File: config.mk
export PLATFORM = sky130hd
export DESIGN_NAME = rc5_keygen_param
export DESIGN_NICKNAME = d
export VERILOG_FILES = /design/src/rtl/rc5_keygen_param.sv
export SDC_FILE = /design/constraint.sdc
export NUM_CORES = 1
export LEC_CHECK = 0
export CAP_MARGIN = 25
export CORE_ASPECT_RATIO = 0.75
export CORE_MARGIN = 1.5
export CORE_UTILIZATION = 35
export CTS_CLUSTER_SIZE = 40
export DETAILED_ROUTE_END_ITERATION = 8
export GPL_TIMING_DRIVEN = 0
export PLACE_DENSITY_LB_ADDON = 0.1
export SLEW_MARGIN = 5
export SYNTH_ARGS = -nofsm -noshare
export SYNTH_HDL_FRONTEND = slang
export SYNTH_SLANG_ARGS = --single-unit
File: constraint.sdc
create_clock -name clk -period 29.2 [get_ports clk]
set_clock_uncertainty 0.2 [all_clocks]
set_input_delay 2.92 -clock clk [delete_from_list [all_inputs] [get_ports clk]]
set_output_delay 2.92 -clock clk [all_outputs]
set_load 0.1 [all_outputs]
File: src/rtl/rc5_keygen_param.sv
// rc5_keygen_param: RC5-W/R/B key expansion, one mixing iteration per clock.
// Optional macro RC5_KEYGEN_ZEROIZE_EN adds a synchronous zeroize input and clears L once expansion completes.
module rc5_keygen_param #(
  parameter int W = 16,
  parameter int R = 12,
  parameter int B = 16
) (
  input  logic                 clk,
  input  logic                 rst,
  input  logic                 start,
`ifdef RC5_KEYGEN_ZEROIZE_EN
  input  logic                 zeroize,
`endif
  input  logic [B*8-1:0]       key,
  output logic [2*(R+1)*W-1:0] sub,
  output logic                 busy,
  output logic                 ready
);
  localparam int T  = 2 * (R + 1);
  localparam int U  = W / 8;
  localparam int C  = (B + U - 1) / U;
  localparam int N  = 3 * ((T > C) ? T : C);
  localparam int LW = $clog2(W);
  localparam int IW = $clog2(T);
  localparam int JW = (C > 1) ? $clog2(C) : 1;
  localparam int CW = $clog2(N + 1);
  localparam logic [63:0] P64 = (W == 16) ? 64'hB7E1 : (W == 32) ? 64'hB7E15163 : 64'hB7E151628AED2A6B;
  localparam logic [63:0] Q64 = (W == 16) ? 64'h9E37 : (W == 32) ? 64'h9E3779B9 : 64'h9E3779B97F4A7C15;
  localparam logic [W-1:0] P = P64[W-1:0];
  localparam logic [W-1:0] Q = Q64[W-1:0];
  localparam logic [1:0] IDLE = 2'd0;
  localparam logic [1:0] MIX  = 2'd1;
  localparam logic [1:0] DONE = 2'd2;

  logic [W-1:0]   r_s [T];
  logic [W-1:0]   r_l [C];
  logic [W-1:0]   r_a, r_b;
  logic [IW-1:0]  r_i;
  logic [JW-1:0]  r_j;
  logic [CW-1:0]  r_cnt;
  logic [1:0]     r_state;
  logic           r_busy, r_ready;
  logic [C*W-1:0] w_kp;
  logic [W-1:0]   w_sa, w_a, w_ab, w_lb, w_b;

  assign w_kp  = (C*W)'(key);
  assign w_sa  = r_s[r_i] + r_a + r_b;
  assign w_a   = {w_sa[W-4:0], w_sa[W-1:W-3]};
  assign w_ab  = w_a + r_b;
  assign w_lb  = r_l[r_j] + w_ab;
  assign w_b   = (w_lb << w_ab[LW-1:0]) | (w_lb >> (W - int'(w_ab[LW-1:0])));
  assign busy  = r_busy;
  assign ready = r_ready;

  // Expose the S table as a flat bus, word i at bits [i*W +: W].
  always_comb begin
    for (int m = 0; m < T; m++) sub[m*W +: W] = r_s[m];
  end

  // Key load and magic-constant init on start, then one mixing step per clock.
  always_ff @(posedge clk or negedge rst) begin
    if (!rst) begin
      for (int m = 0; m < T; m++) r_s[m] <= '0;
      for (int m = 0; m < C; m++) r_l[m] <= '0;
      r_a     <= '0;
      r_b     <= '0;
      r_i     <= '0;
      r_j     <= '0;
      r_cnt   <= '0;
      r_state <= IDLE;
      r_busy  <= 1'b0;
      r_ready <= 1'b0;
    end else
`ifdef RC5_KEYGEN_ZEROIZE_EN
    if (zeroize) begin
      for (int m = 0; m < T; m++) r_s[m] <= '0;
      for (int m = 0; m < C; m++) r_l[m] <= '0;
      r_a     <= '0;
      r_b     <= '0;
      r_i     <= '0;
      r_j     <= '0;
      r_cnt   <= '0;
      r_state <= IDLE;
      r_busy  <= 1'b0;
      r_ready <= 1'b0;
    end else
`endif
    if (start && r_state != MIX) begin
      for (int m = 0; m < T; m++) r_s[m] <= P + W'(m) * Q;
      for (int m = 0; m < C; m++) r_l[m] <= w_kp[m*W +: W];
      r_a     <= '0;
      r_b     <= '0;
      r_i     <= '0;
      r_j     <= '0;
      r_cnt   <= '0;
      r_state <= MIX;
      r_busy  <= 1'b1;
      r_ready <= 1'b0;
    end else if (r_state == MIX) begin
      r_s[r_i] <= w_a;
      r_l[r_j] <= w_b;
      r_a      <= w_a;
      r_b      <= w_b;
      r_i      <= (r_i == IW'(T - 1)) ? '0 : r_i + IW'(1);
      r_j      <= (r_j == JW'(C - 1)) ? '0 : r_j + JW'(1);
      r_cnt    <= r_cnt + CW'(1);
      if (r_cnt == CW'(N - 1)) begin
        r_state <= DONE;
        r_busy  <= 1'b0;
        r_ready <= 1'b1;
`ifdef RC5_KEYGEN_ZEROIZE_EN
        for (int m = 0; m < C; m++) r_l[m] <= '0;
`endif
      end
    end
  end
endmodule

==> flow_summary.toml <==
[timing]
hold_viol = 0
clock.fmax_mhz = 63.60
rsz0062_at_grt = "false"
tightest_slew_ns = 1.214
fin_crit_ns = 15.72
min_period_over_period = 0.5385
slew-limit-headroom = 0.1905
maxSlewViolCount = 0
setup_viol = 0

[die]
die_w_um = 351.8
design.core.area_um2 = 89980
num_rows = 95
die-area_um2 = 93110
ios = 549
die_h_um = 264.6
start_util = 0.3550

[setup_path]
path_class = "reg2reg"
arrival_ns = 15.99
start_kind = "register"
cpPeakStageDelay_ns = 0.94
slowest_stage = "a31oi_2"
critPathMaxFanout = 10
path_buf_inv = 10
crit_path_end_kind = "register"
crit_required_ns = 29.47
cp_top_family = "compound AO/OA/AOI/OAI gates"

[final_layout]
final_nets = 4212
final_cell_area_um2 = 41920
drive_above_1_share = 0.08636
final_core_util = 0.4659
fill_cells = 8749
area_growth_pct = 31.24

[synth]
yosysMostFrequentCell = "o21ai_0"
synth_top_area_cell = "dfrtp_1"
ys_top_cells_by_count = "o21ai_0, dfrtp_1, nand2_1"
synth_edf_count = 0
syn-num-nets = 3551
synthTopCellsByArea = "dfrtp_1, o21ai_0, mux4_2, nand2_1, a21oi_1"
synthArstFlopShare = 1.000
syn-cell-area_um2 = 31940
synth_flop_cell = "dfrtp_1"
postSynthCellCount = 3347
avgSynthCellArea_um2 = 9.544
ys_types = 82
yosysWarningCount = 0
ys_seq_elements = 593
ys_seq_area_frac = 0.4646
netlist.area_leader.share = 0.4646

[clocking]
post_cts_resize_count = 0
clockRootBuffer = "clkbuf_16"
insertion_delay_ns = 0.70
cts_tree = "built"
clkSinkCount = 593
postCtsSetupRepairBufs = 0
clkSlewWorstSetupHoldPaths_ns = 0.06
clockBufferDepth = 3
htree_levels = 2
ctsHoldBuffers = 0
cts_buffers = 61

[grt]
antenna_found_initial = 14
grt_pass1_wl_um = 245900
grt_pass1_vias = 30790
gr-total-overflow = 0
track_usage = 0.3759
grt_max_degree = 104

[route]
wl_met1_um = 76950
ant_nets = 0
wl_met2_um = 70080
drc = 0
highest_layer = "met5"
wl_per_cell_um = 33.84
wl_um = 178300
route.vias.total = 33180
drtPass1Iterations = 6
first_iter_violations = 4731
met3WireLength_um = 25330
avgViaCountPerCell = 6.296

[placement]
hpwlAfterDp_um = 136100
routabilityCongestion = 1.033
io_buffer_count = 548
post_dp_cell_area_um2 = 39790

[run]
max_cap_violations = 0

[outcome]
status = "finished, final reports clean"

[worst_hold_path]
holdCritPathClass = "reg2reg"
worst reg2reg max path: cells and delay by family, from the launching register on:
family	cells	cell delay, ns
AO/OA/AOI/OAI	25	6.52
XOR/XNOR	2	0.68
adder cells (fa/ha/maj)	6	2.27
buffers and inverters	10	4.36
flip-flops	1	0.38
multiplexers	1	0.68
AND/OR/NAND/NOR	2	0.42
routing by layer:
metal  up-vias  global-route usage
met5         -                   0
met4        10              0.1082
met3       299              0.1368
met2      2332              0.4970
met1     17040              0.5652
li1      13500                   -
cells in the final DEF, fill, tap and decap left out, types with 23 or more instances in the layout:
cell type and instances:
o22ai_1 36, mux2i_1 59, nand3b_1 25, ha_1 55, and3_1 56, nand2_1 301, mux4_2 116, inv_1 43
nor3_1 23, clkbuf_1 266, buf_1 23, clkbuf_16 63, clkdlybuf4s50_1 547, o21ai_0 651, o221ai_1 24, a22oi_1 41
nand3_1 157, dfrtp_1 593, nor2_1 250, a21oi_1 208, buf_8 23, o21ai_1 89
logic make-up (layout without fill, tap and decap cells):
family                     after synthesis  in the layout  share of synthesized area
and+or+nand+nor                        889            889                     0.1259
xor gates and xnor gates                43             43                    0.01203
other                                    0              5                          0
adders and majority gates               73             73                    0.03282
muxes                                  190            190                     0.1056
buffers and inverters                  342           1048                    0.04132
AOI/OAI and AO/OA                     1217           1217                     0.2178
DFF                                    593            593                     0.4646
metrics by stage:
step | hold slack (ns) | std cells | setup TNS [ns] | setup slack (ns)
2_1_floorplan | 0.2441 | 3347 | 0 | 18.84
3_3_place_gp | 0.2649 | 5107 | -2079.59 | -3.638
4_1_cts | 0.2798 | 5256 | 0 | 14.02
5_1_grt | 0.3134 | 5266 | 0 | 13.09
3_5_place_dp | 0.2658 | 5148 | 0 | 14.12
6_report | 0.2895 | 5270 | 0 | 13.48
state kept, by name, summed over array words and instances (netlist names):
signal   flops
sub        416
r_l        128
r_a         16
r_b         16
r_cnt        7
r_i          5
r_j          3
r_state      2
path summary, 6_finish.rpt:
check                                startpoint                   end  slack [ns]  depth (start not counted)
hold / removal             r_cnt[6]$_DFFE_PN0P_  r_cnt[6]$_DFFE_PN0P_        0.29                          1
max in group asynchronous                   rst  sub[322]$_DFFE_PN0P_       24.79                          4
setup reg to reg             r_i[0]$_DFFE_PN0P_    r_b[3]$_DFFE_PN0P_       13.48                         46
hold reg to reg            r_cnt[6]$_DFFE_PN0P_  r_cnt[6]$_DFFE_PN0P_        0.29                          1
setup / recovery             r_i[0]$_DFFE_PN0P_    r_b[3]$_DFFE_PN0P_       13.48                         46
min in group asynchronous                   rst   r_l[68]$_DFFE_PN0P_        2.05                          1
area by class of cell:
class | count | area, um^2 | area share
Buffer | 295 | 1154 | 0.02752
Sequential cell | 593 | 14840 | 0.3540
Clock buffer | 91 | 1802 | 0.04298
Multi-Input combinational cell | 2412 | 15870 | 0.3786
Timing Repair Buffer | 598 | 6362 | 0.1518
Clock inverter | 17 | 190.2 | 0.004536
Antenna cell | 5 | 12.51 | 0.0002985
Tap cell | 1212 | 1516 | 0.03617
Inverter | 47 | 176.4 | 0.004208
Power is left out: the tool's default activity adds up to more than one toggle a clock period on the data nets, which glitch-free logic cannot reach.
